### config.mk
export PLATFORM = sky130hd
export DESIGN_NAME = hazard_scoreboard_flat
export DESIGN_NICKNAME = d
export VERILOG_FILES = /design/src/rtl/hazard_scoreboard_pkg.sv /design/src/rtl/hazard_scoreboard_if.sv /design/src/rtl/hazard_scoreboard_fwd_sel.sv /design/src/rtl/hazard_scoreboard.sv /design/src/flat_wrapper.sv
export SDC_FILE = /design/constraint.sdc
export NUM_CORES = 1
export LEC_CHECK = 0
export CAP_MARGIN = 0
export CORE_MARGIN = 10
export CORE_UTILIZATION = 42
export CTS_CLUSTER_SIZE = 10
export DETAILED_ROUTE_END_ITERATION = 8
export PLACE_DENSITY = 0.78
export RECOVER_POWER = 50
export SLEW_MARGIN = 20
export SYNTH_ARGS = -nofsm -noshare
export SYNTH_HDL_FRONTEND = slang
export SYNTH_SLANG_ARGS = --single-unit
### constraint.sdc
create_clock -name clk -period 2.4 [get_ports clk]
set_clock_uncertainty 0.05 [all_clocks]
set_input_delay 0.48 -clock clk [delete_from_list [all_inputs] [get_ports clk]]
set_output_delay 0.48 -clock clk [all_outputs]
set_load 0.02 [all_outputs]
### src/rtl/hazard_scoreboard_pkg.sv
// Shared types and defaults for the hazard scoreboard.
// Define HAZARD_LONG_FWD_EN to forward long-unit results from the writeback bus.
package hazard_pkg;

    typedef enum logic [1:0] {
        FWD_RF   = 2'b00,
        FWD_W    = 2'b01,
        FWD_M    = 2'b10,
        FWD_LONG = 2'b11
    } fwd_sel_t;

    localparam int DEFAULT_MAX_OUT = 2;

`ifdef HAZARD_LONG_FWD_EN
    localparam bit LONG_FWD_EN = 1'b1;
`else
    localparam bit LONG_FWD_EN = 1'b0;
`endif

endpackage

### src/rtl/hazard_scoreboard_if.sv
// Pipeline <-> hazard unit signal bundle; master is the pipeline, slave the hazard unit.
interface hazard_scoreboard_if #(
    parameter int NREG = 32,
    parameter int AW   = $clog2(NREG)
) ();
    import hazard_pkg::*;

    logic [AW-1:0]   Rs1D, Rs2D, RdD;
    logic            RegWriteD;
    logic [AW-1:0]   Rs1E, Rs2E, RdE;
    logic            ResultSrcEb0, PCSrcE;
    logic [AW-1:0]   RdM, RdW;
    logic            RegWriteM, RegWriteW;
    logic            LongIssueE, LongBusy, LongDone;
    logic [AW-1:0]   LongRd;
    fwd_sel_t        ForwardAE, ForwardBE;
    logic            StallF, StallD, StallE;
    logic            FlushD, FlushE, FlushM;
    logic [NREG-1:0] Pending;
    logic [2:0]      OutCnt;

    modport master (
        output Rs1D, Rs2D, RdD, RegWriteD, Rs1E, Rs2E, RdE, ResultSrcEb0, PCSrcE,
               RdM, RdW, RegWriteM, RegWriteW, LongIssueE, LongBusy, LongDone, LongRd,
        input  ForwardAE, ForwardBE, StallF, StallD, StallE, FlushD, FlushE, FlushM,
               Pending, OutCnt
    );

    modport slave (
        input  Rs1D, Rs2D, RdD, RegWriteD, Rs1E, Rs2E, RdE, ResultSrcEb0, PCSrcE,
               RdM, RdW, RegWriteM, RegWriteW, LongIssueE, LongBusy, LongDone, LongRd,
        output ForwardAE, ForwardBE, StallF, StallD, StallE, FlushD, FlushE, FlushM,
               Pending, OutCnt
    );
endinterface

### src/rtl/hazard_scoreboard_fwd_sel.sv
// Operand bypass select for one execute-stage source; M beats W beats the long-unit bus.
// The long-unit leg is only live when HAZARD_LONG_FWD_EN is defined.
module hazard_fwd_sel
    import hazard_pkg::*;
#(
    parameter int AW = 5
) (
    input  logic [AW-1:0] rsE,
    input  logic [AW-1:0] rdM,
    input  logic          regWriteM,
    input  logic [AW-1:0] rdW,
    input  logic          regWriteW,
    input  logic          longDone,
    input  logic [AW-1:0] longRd,
    output fwd_sel_t      fwdSel
);

    logic rsNz;
    assign rsNz = (rsE != '0);

    always_comb begin
        fwdSel = FWD_RF;
        if (rsNz && regWriteM && (rdM == rsE)) begin
            fwdSel = FWD_M;
        end else if (rsNz && regWriteW && (rdW == rsE)) begin
            fwdSel = FWD_W;
        end else if (LONG_FWD_EN && rsNz && longDone && (longRd == rsE)) begin
            fwdSel = FWD_LONG;
        end
    end

endmodule

### src/rtl/hazard_scoreboard.sv
// Hazard unit: bypass selects, load-use / scoreboard / structural stalls and long-op tracking.
// HAZARD_LONG_FWD_EN lets a retiring long op release dependent stalls in the same cycle.
module hazard_scoreboard
    import hazard_pkg::*;
#(
    parameter int NREG    = 32,
    parameter int AW      = $clog2(NREG),
    parameter int MAX_OUT = DEFAULT_MAX_OUT
) (
    input logic           clk,
    input logic           reset,
    hazard_scoreboard_if.slave hz
);

    logic [NREG-1:0] pendingQ, pendingEff, setMask, clrMask;
    logic [2:0]      outCntQ;
    logic            lwStall, sbStall, stStall, bubble;
    logic            cntFull, accept, retire;

    hazard_fwd_sel #(.AW(AW)) u_fwdA (
        .rsE(hz.Rs1E), .rdM(hz.RdM), .regWriteM(hz.RegWriteM), .rdW(hz.RdW),
        .regWriteW(hz.RegWriteW), .longDone(hz.LongDone), .longRd(hz.LongRd),
        .fwdSel(hz.ForwardAE)
    );

    hazard_fwd_sel #(.AW(AW)) u_fwdB (
        .rsE(hz.Rs2E), .rdM(hz.RdM), .regWriteM(hz.RegWriteM), .rdW(hz.RdW),
        .regWriteW(hz.RegWriteW), .longDone(hz.LongDone), .longRd(hz.LongRd),
        .fwdSel(hz.ForwardBE)
    );

    assign clrMask = hz.LongDone ? (NREG'(1) << hz.LongRd) : '0;
    assign setMask = (accept && (hz.RdE != '0)) ? (NREG'(1) << hz.RdE) : '0;

    // While reset is held the stall logic already sees the cleared scoreboard.
    always_comb begin
        pendingEff = reset ? '0 : pendingQ;
        if (LONG_FWD_EN) begin
            pendingEff = pendingEff & ~clrMask;
        end
    end

    assign lwStall = hz.ResultSrcEb0 && (hz.RdE != '0) &&
                     ((hz.Rs1D == hz.RdE) || (hz.Rs2D == hz.RdE));
    assign sbStall = ((hz.Rs1D != '0) && pendingEff[hz.Rs1D]) ||
                     ((hz.Rs2D != '0) && pendingEff[hz.Rs2D]) ||
                     (hz.RegWriteD && pendingEff[hz.RdD]);
    assign cntFull = !reset && (outCntQ == 3'(MAX_OUT));
    assign stStall = hz.LongIssueE && (hz.LongBusy || cntFull);
    assign bubble  = lwStall || sbStall;
    assign accept  = hz.LongIssueE && !stStall;
    assign retire  = hz.LongDone && (outCntQ != 3'd0);

    assign hz.StallF  = stStall || (!hz.PCSrcE && bubble);
    assign hz.StallD  = stStall || (!hz.PCSrcE && bubble);
    assign hz.StallE  = stStall;
    assign hz.FlushD  = hz.PCSrcE;
    assign hz.FlushE  = !stStall && (hz.PCSrcE || bubble);
    assign hz.FlushM  = stStall;
    assign hz.Pending = pendingQ;
    assign hz.OutCnt  = outCntQ;

    // Set wins over clear so a reissue to the retiring register stays tracked.
    always_ff @(posedge clk) begin
        if (reset) begin
            pendingQ <= '0;
            outCntQ  <= 3'd0;
        end else begin
            pendingQ <= (pendingQ & ~clrMask) | setMask;
            case ({accept, retire})
                2'b10:   outCntQ <= outCntQ + 3'd1;
                2'b01:   outCntQ <= outCntQ - 3'd1;
                default: outCntQ <= outCntQ;
            endcase
        end
    end

endmodule

### src/flat_wrapper.sv
// flat-port wrapper written by rule: the top's interface ports become plain ports
module hazard_scoreboard_flat import hazard_pkg::*;
#(
    parameter int NREG    = 32,
    parameter int AW      = $clog2(NREG),
    parameter int MAX_OUT = DEFAULT_MAX_OUT
)
  (clk, reset, hz_Rs1D, hz_Rs2D, hz_RdD, hz_RegWriteD, hz_Rs1E, hz_Rs2E, hz_RdE, hz_ResultSrcEb0, hz_PCSrcE, hz_RdM, hz_RdW, hz_RegWriteM, hz_RegWriteW, hz_LongIssueE, hz_LongBusy, hz_LongDone, hz_LongRd, hz_ForwardAE, hz_ForwardBE, hz_StallF, hz_StallD, hz_StallE, hz_FlushD, hz_FlushE, hz_FlushM, hz_Pending, hz_OutCnt);
  hazard_scoreboard_if #(.NREG(NREG), .AW(AW)) hz_i ();
  input logic clk;
  input logic reset;
  input wire logic [$bits(hz_i.Rs1D)-1:0] hz_Rs1D;
  input wire logic [$bits(hz_i.Rs2D)-1:0] hz_Rs2D;
  input wire logic [$bits(hz_i.RdD)-1:0] hz_RdD;
  input wire logic [$bits(hz_i.RegWriteD)-1:0] hz_RegWriteD;
  input wire logic [$bits(hz_i.Rs1E)-1:0] hz_Rs1E;
  input wire logic [$bits(hz_i.Rs2E)-1:0] hz_Rs2E;
  input wire logic [$bits(hz_i.RdE)-1:0] hz_RdE;
  input wire logic [$bits(hz_i.ResultSrcEb0)-1:0] hz_ResultSrcEb0;
  input wire logic [$bits(hz_i.PCSrcE)-1:0] hz_PCSrcE;
  input wire logic [$bits(hz_i.RdM)-1:0] hz_RdM;
  input wire logic [$bits(hz_i.RdW)-1:0] hz_RdW;
  input wire logic [$bits(hz_i.RegWriteM)-1:0] hz_RegWriteM;
  input wire logic [$bits(hz_i.RegWriteW)-1:0] hz_RegWriteW;
  input wire logic [$bits(hz_i.LongIssueE)-1:0] hz_LongIssueE;
  input wire logic [$bits(hz_i.LongBusy)-1:0] hz_LongBusy;
  input wire logic [$bits(hz_i.LongDone)-1:0] hz_LongDone;
  input wire logic [$bits(hz_i.LongRd)-1:0] hz_LongRd;
  output wire logic [$bits(hz_i.ForwardAE)-1:0] hz_ForwardAE;
  output wire logic [$bits(hz_i.ForwardBE)-1:0] hz_ForwardBE;
  output wire logic [$bits(hz_i.StallF)-1:0] hz_StallF;
  output wire logic [$bits(hz_i.StallD)-1:0] hz_StallD;
  output wire logic [$bits(hz_i.StallE)-1:0] hz_StallE;
  output wire logic [$bits(hz_i.FlushD)-1:0] hz_FlushD;
  output wire logic [$bits(hz_i.FlushE)-1:0] hz_FlushE;
  output wire logic [$bits(hz_i.FlushM)-1:0] hz_FlushM;
  output wire logic [$bits(hz_i.Pending)-1:0] hz_Pending;
  output wire logic [$bits(hz_i.OutCnt)-1:0] hz_OutCnt;
  assign hz_i.Rs1D = hz_Rs1D;
  assign hz_i.Rs2D = hz_Rs2D;
  assign hz_i.RdD = hz_RdD;
  assign hz_i.RegWriteD = hz_RegWriteD;
  assign hz_i.Rs1E = hz_Rs1E;
  assign hz_i.Rs2E = hz_Rs2E;
  assign hz_i.RdE = hz_RdE;
  assign hz_i.ResultSrcEb0 = hz_ResultSrcEb0;
  assign hz_i.PCSrcE = hz_PCSrcE;
  assign hz_i.RdM = hz_RdM;
  assign hz_i.RdW = hz_RdW;
  assign hz_i.RegWriteM = hz_RegWriteM;
  assign hz_i.RegWriteW = hz_RegWriteW;
  assign hz_i.LongIssueE = hz_LongIssueE;
  assign hz_i.LongBusy = hz_LongBusy;
  assign hz_i.LongDone = hz_LongDone;
  assign hz_i.LongRd = hz_LongRd;
  assign hz_ForwardAE = hz_i.ForwardAE;
  assign hz_ForwardBE = hz_i.ForwardBE;
  assign hz_StallF = hz_i.StallF;
  assign hz_StallD = hz_i.StallD;
  assign hz_StallE = hz_i.StallE;
  assign hz_FlushD = hz_i.FlushD;
  assign hz_FlushE = hz_i.FlushE;
  assign hz_FlushM = hz_i.FlushM;
  assign hz_Pending = hz_i.Pending;
  assign hz_OutCnt = hz_i.OutCnt;
  hazard_scoreboard #(.NREG(NREG), .AW(AW), .MAX_OUT(MAX_OUT)) u_core (.clk(clk), .reset(reset), .hz(hz_i));
endmodule
# ---- Yosys cells after proc, flatten, opt, wreduce, memory -nomap -nowiden
# Index checks and enable logic that the tools add are counted.
dict set report totals {
  reg_bits 35
  input_bits 55
  out_inout_bits 45
  wordCells 72
}
dict set report op_classes {
  add_sub_neg 2
  magnitude_cmp 3
  n_eq_ne 9
  shift 2
  n_mux 14
  bitwise_logic 3
  n_reduce_logical 37
}
# operator n
set op_table {}
lappend op_table {{$mux W32} 3}
lappend op_table {{$shl A1 B5 Y32 const A} 2}
lappend op_table {{$and A32 B32 Y32} 1}
lappend op_table {{$not A32 Y32} 1}
lappend op_table {{$or A32 B32 Y32} 1}
lappend op_table {{$eq A5 B5 Y1} 6}
lappend op_table {{$reduce_bool A5 Y1} 5}
lappend op_table {{$logic_and A1 B1 Y1} 20}
lappend op_table {{$lt A5 B6 Y1 const B} 3}
lappend op_table {{$bmux W1 S5} 3}
lappend op_table {{$logic_or A1 B1 Y1} 7}
lappend op_table {{$pmux W3 S2} 1}
lappend op_table {{$mux W1} 5}
lappend op_table {{$mux W2} 2}
lappend op_table {{$add A3 B1 Y3 const B} 1}
lappend op_table {{$eq A3 B2 Y1 const B} 1}
lappend op_table {{$logic_not A1 Y1} 3}
lappend op_table {{$reduce_bool A3 Y1} 1}
lappend op_table {{$sub A3 B1 Y3 const B} 1}
lappend op_table {{$eq A2 B1 Y1 const B} 1}
lappend op_table {{$eq A2 B2 Y1 const B} 1}
lappend op_table {{$reduce_bool A2 Y1} 1}

# ---- Logic depth before layout (Yosys ltp)
dict set report depth {
  ltp_word 9
  ltp_mapped 9
}

# ---- By module
# A second synthesis with hierarchy kept.
dict set report unflattened {
  cells_unflattened 364
  area_unflattened_um2 3015.4
}
# mod instances cells_per_inst area_each_um2 seq_area_each_um2
set modules_own_cells {}
lappend modules_own_cells {hazard_scoreboard 1 328 2737.6 700.7}
lappend modules_own_cells {hazard_fwd_sel 2 18 138.9 0.0}

# ---- Least setup slack after synthesis
# Ideal clock, no wire load.
dict set report synth_path {
  kind {register to output}
  startpoint {register u_core.outCntQ[1] (netlist: u_core.hz.OutCnt[1])}
  endpoint {output hz_StallF}
  t_arrival_ns 2.701
  required_time_ns 1.870
  slack_ns -0.831
  path_stages_with_launch 7
  n_path_buf 1
  path_cell_list {dfxtp_1 inv_1 or4_4 a21boi_0 and2b_1 a31oi_1 buf_4}
}
dict set report synth_between {
  elab_chain_cells 5
}
# item line
set synth_lines {}
lappend synth_lines {{start, declared} hazard_scoreboard.sv:16} ;# logic [2:0] outCntQ;
lappend synth_lines {{start signal, assigned} hazard_scoreboard.sv:71} ;# 2'b10: outCntQ <= outCntQ + 3'd1;
lappend synth_lines {{start signal, assigned} hazard_scoreboard.sv:72} ;# 2'b01: outCntQ <= outCntQ - 3'd1;
lappend synth_lines {{start signal, assigned} hazard_scoreboard.sv:73} ;# default: outCntQ <= outCntQ;
lappend synth_lines {{$eq A3 B2 Y1} hazard_scoreboard.sv:48} ;# assign cntFull = !reset && (outCntQ == 3'(MAX_OUT));
lappend synth_lines {{$logic_and A1 B1 Y1} hazard_scoreboard.sv:48}
lappend synth_lines {{$logic_or A1 B1 Y1} hazard_scoreboard.sv:49} ;# assign stStall = hz.LongIssueE && (hz.LongBusy || cntFull);
lappend synth_lines {{$logic_and A1 B1 Y1} hazard_scoreboard.sv:49}
lappend synth_lines {{via hz_FlushM} flat_wrapper.sv:36} ;# output wire logic [$bits(hz_i.FlushM)-1:0] hz_FlushM;
lappend synth_lines {{$logic_or A1 B1 Y1} --}
lappend synth_lines {{end, declared} flat_wrapper.sv:31} ;# output wire logic [$bits(hz_i.StallF)-1:0] hz_StallF;
# The timed path passes the listed nets, and every way through them passes these cells.

# ---- Worst setup path after layout
dict set report layout_path {
  startpoint {input hz_Rs2D[0]}
  endpoint {output hz_StallD}
}
dict set report layout_between {
  elab_chain_cells 8
}
# item line
set layout_lines {}
lappend layout_lines {{start, declared} flat_wrapper.sv:13} ;# input wire logic [$bits(hz_i.Rs2D)-1:0] hz_Rs2D;
lappend layout_lines {{$bmux W1 S5} hazard_scoreboard.sv:46} ;# ((hz.Rs2D != '0) && pendingEff[hz.Rs2D]) ||
lappend layout_lines {{$mux W1 (not written as such)} hazard_scoreboard.sv:46}
lappend layout_lines {{$logic_and A1 B1 Y1} hazard_scoreboard.sv:46}
lappend layout_lines {{$logic_or A1 B1 Y1} hazard_scoreboard.sv:45} ;# assign sbStall = ((hz.Rs1D != '0) && pendingEff[hz.Rs1D]) ||
lappend layout_lines {{$logic_or A1 B1 Y1} hazard_scoreboard.sv:46}
lappend layout_lines {{$logic_or A1 B1 Y1 (*)} hazard_scoreboard.sv:50} ;# assign bubble = lwStall || sbStall;
lappend layout_lines {{$logic_and A1 B1 Y1 (*)} hazard_scoreboard.sv:55} ;# assign hz.StallD = stStall || (!hz.PCSrcE && bubble);
lappend layout_lines {{$logic_or A1 B1 Y1 (*)} hazard_scoreboard.sv:55}
lappend layout_lines {{end, declared} flat_wrapper.sv:32} ;# output wire logic [$bits(hz_i.StallD)-1:0] hz_StallD;
# Every way passes the cells marked *; elsewhere a longest branch is shown, timed or not. The select of a mux whose other input is x is not followed.

==> flow_summary.toml <==
[synth]
yosysWarnings = 0
synth_edf_count = 0
synth_seq_cells = 35
async_flop_share = 0
synthesis.area_um2 = 2880
avgSynthCellArea_um2 = 8.66
syn_nets = 389
synthCells = 332
ys_types = 55
ys.flop_type = "dfxtp_1"
synth_seq_area_share = 0.244

[layout]
regArea_um2 = 707
synthToLayoutAreaGrowth_pct = 74.0
antennaDiodeCount = 0
drive_gt1_frac = 0.386
multi_input_area_um2 = 2220
fillers = 463
final_util = 0.745
final_cell_area_um2 = 5000
nets = 587
fin_cells = 611

[placed_design]
dp_hpwl_um = 9750
place.gp.congestion = 0.993
placed_cell_area_um2 = 4650
numPortBuffers = 99
dp.cells = 592

[setup_path]
r2r_cells = 10
cp.arrival_ps = 2160
critPathMaxFanout = 6
worstSetupPathType = "in2out"
critPathLaunchType = "primary input"
worstPathRequired_ps = 1870
r2r_slack_ps = -80
r2r_start = "u_core.hz.OutCnt[1]"
reg2reg_to = "u_core.hz.OutCnt[2]"
critPathCaptureType = "output port"

[grt]
grt-ovfl-total = 0
grt_antenna_before_repair = 0
grt.total_usage = 0.232
grt_pass1_wl_um = 19300
grt_pass1_vias = 3785
grt_max_degree = 26

[detailed_routing]
postRouteWirelength_um = 12700
met1Wirelength_um = 4870
drt_pre_antenna_iters = 5
drcViolationCount = 0
vias_per_cell = 6.07
drt_iter0_markers = 422
wl_per_cell_um = 20.8
highest_layer = "met4"
wl_met2_um = 6080
routed-wl-met3_um = 1250
postRouteAntennaNets = 0
num_vias = 3709

[sta]
fmax_ghz = 0.371
setup_viol = 4
grt_setup_unrepaired = "yes"
setup_tns_ps = -941
setup_slack_ps = -294
relSlewSlack = 0.709
layout_min_cycle_time_ps = 2690
hold_viol_final = 0
fin_crit_sh = 1.12
timing.hold.ws_ps = 537
slew_viol_final = 0
worstMarginPinSlew_ps = 433

[power_and_ir_drop]
vdd_drop_max_mv = 0.225
power.density_nw_per_um2 = 387
p_leak_nw = 2.03

[clock_tree]
cts_tree = "built"
clkTransAtPathRegs_ps = 70
cts_hold_buf = 0
numClockSinks = 35
clk_latency_ps = 290
h-tree-depth = 2
cts-root-buf = "clkbuf_8"
clock_path_buffers = 2
numCtsBuffers = 5

[die]
initial_core_util = 0.428
die_area_um2 = 10600
io-pin-count = 100
core_um2 = 6720
die_h_um = 103
die-width_um = 103
std_cell_rows = 30

[worst_hold_path]
hp-class = "reg2reg"
hold-path-cell-count = 2
hold_start = "u_core.hz.Pending[26]"
min_to = "u_core.hz.Pending[26]"

[flow_run]
maxCapViolCount = 0

[status]
status = "complete, but fails checks"
failed_checks = "negative setup slack"
-- layer usage --
layer	track usage	up-vias
met5	0	-
met4	0.122	0
met3	0.0610	56
met2	0.390	254
met1	0.265	1734
li1	-	1665
-- power by group --
part	total (mW)	internal [mW]	switching, mW
Combinational	0.786	0.397	0.388
Clock	0.536	0.309	0.227
Sequential	0.616	0.604	0.0127
-- critical path, cell delays in order --
cell and delay, ps:
clkdlybuf4s15_2 210, buf_6 140, buf_4 150, mux4_2 320, nand2_1 60, a221oi_1 330
a21oi_2 70, a31oi_2 230, buf_4 180
-- Yosys cell counts, types with 8 or more instances --
cell type	count	area, µm²
dfxtp_1	35	701
o311ai_0	8	70.1
o21ai_0	29	145
nand2b_1	10	62.6
nor3_1	8	40.0
inv_1	11	41.3
clkbuf_1	13	48.8
o211ai_1	11	82.6
a21oi_1	13	65.1
nor2_1	16	60.1
mux2i_1	13	130
nand3_1	17	85.1
nor4_1	8	50.1
xnor2_1	20	175
nand2_1	22	82.6
xor2_1	12	105
mux4_2	11	248
-- final cells by class --
| type | instances | share of cell area |
|---|---|---|
| clock inverter | 3 | 0.00875 |
| inverter | 12 | 0.00900 |
| clock buffer | 5 | 0.0138 |
| timing repair buffer | 216 | 0.363 |
| sequential | 35 | 0.141 |
| tap | 80 | 0.0200 |
| multi-input combinational | 260 | 0.445 |
-- worst max path at each step --
stage	from	end	slack, ps	cells after the start
global placement	hz_RdD[0]	hz_StallF	-1190	8
CTS	hz_Rs1D[0]	hz_StallD	-260	9
global route	hz_Rs2D[1]	hz_FlushE	-350	9
detailed placement	hz_RdD[0]	hz_StallD	-1240	8
finish	hz_Rs2D[0]	hz_StallD	-290	9
floorplan	hz_RdD[1]	hz_StallF	-300	6
-- layout by cell type (no fill, tap or decap), types with 10 or more instances in the layout --
| cell | netlist | layout |
|---|---|---|
| buf_4 | 4 | 111 |
| clkdlybuf4s50_1 | 0 | 36 |
| dfxtp_1 | 35 | 30 |
| dlygate4sd2_1 | 0 | 19 |
| dlygate4sd3_1 | 0 | 19 |
| inv_1 | 11 | 11 |
| mux2i_1 | 13 | 10 |
| mux4_2 | 11 | 15 |
| nand2_1 | 22 | 22 |
| nand2b_1 | 10 | 10 |
| nand3_1 | 17 | 17 |
| nor2_1 | 16 | 14 |
| o211ai_1 | 11 | 11 |
| o21ai_0 | 29 | 26 |
| xnor2_1 | 20 | 19 |
| xor2_1 | 12 | 12 |
-- kinds of logic after synthesis --
logic type | Yosys count | synth area share
multiplexers | 31 | 0.185
AND/OR/NAND/NOR | 111 | 0.209
adder cells (fa/ha/maj) | 2 | 0.0113
AO/OA/AOI/OAI | 84 | 0.190
XOR/XNOR | 32 | 0.0975
flip-flops | 35 | 0.244
buffers and inverters | 37 | 0.0644
-- metrics by stage --
step | power (mW) | setup slack (ps)
after floorplan | 0.972 | -298
after global placement | 1.32 | -1190
after detailed placement | 1.36 | -1240
after CTS | 1.92 | -257
after global routing | 2.01 | -352
final | 1.94 | -294
-- flip-flops by register name (all words and copies together) (netlist names) --
name               cells
u_core.hz.OutCnt       3
u_core.hz.Pending     32
-- repair_timing --
item,in CTS,in global routing
resized for setup,165,24
endpoints found under the setup margin,11,8
pin swaps,32,21
buffers inserted,10,4
Power figures use the tool's default switching activity.
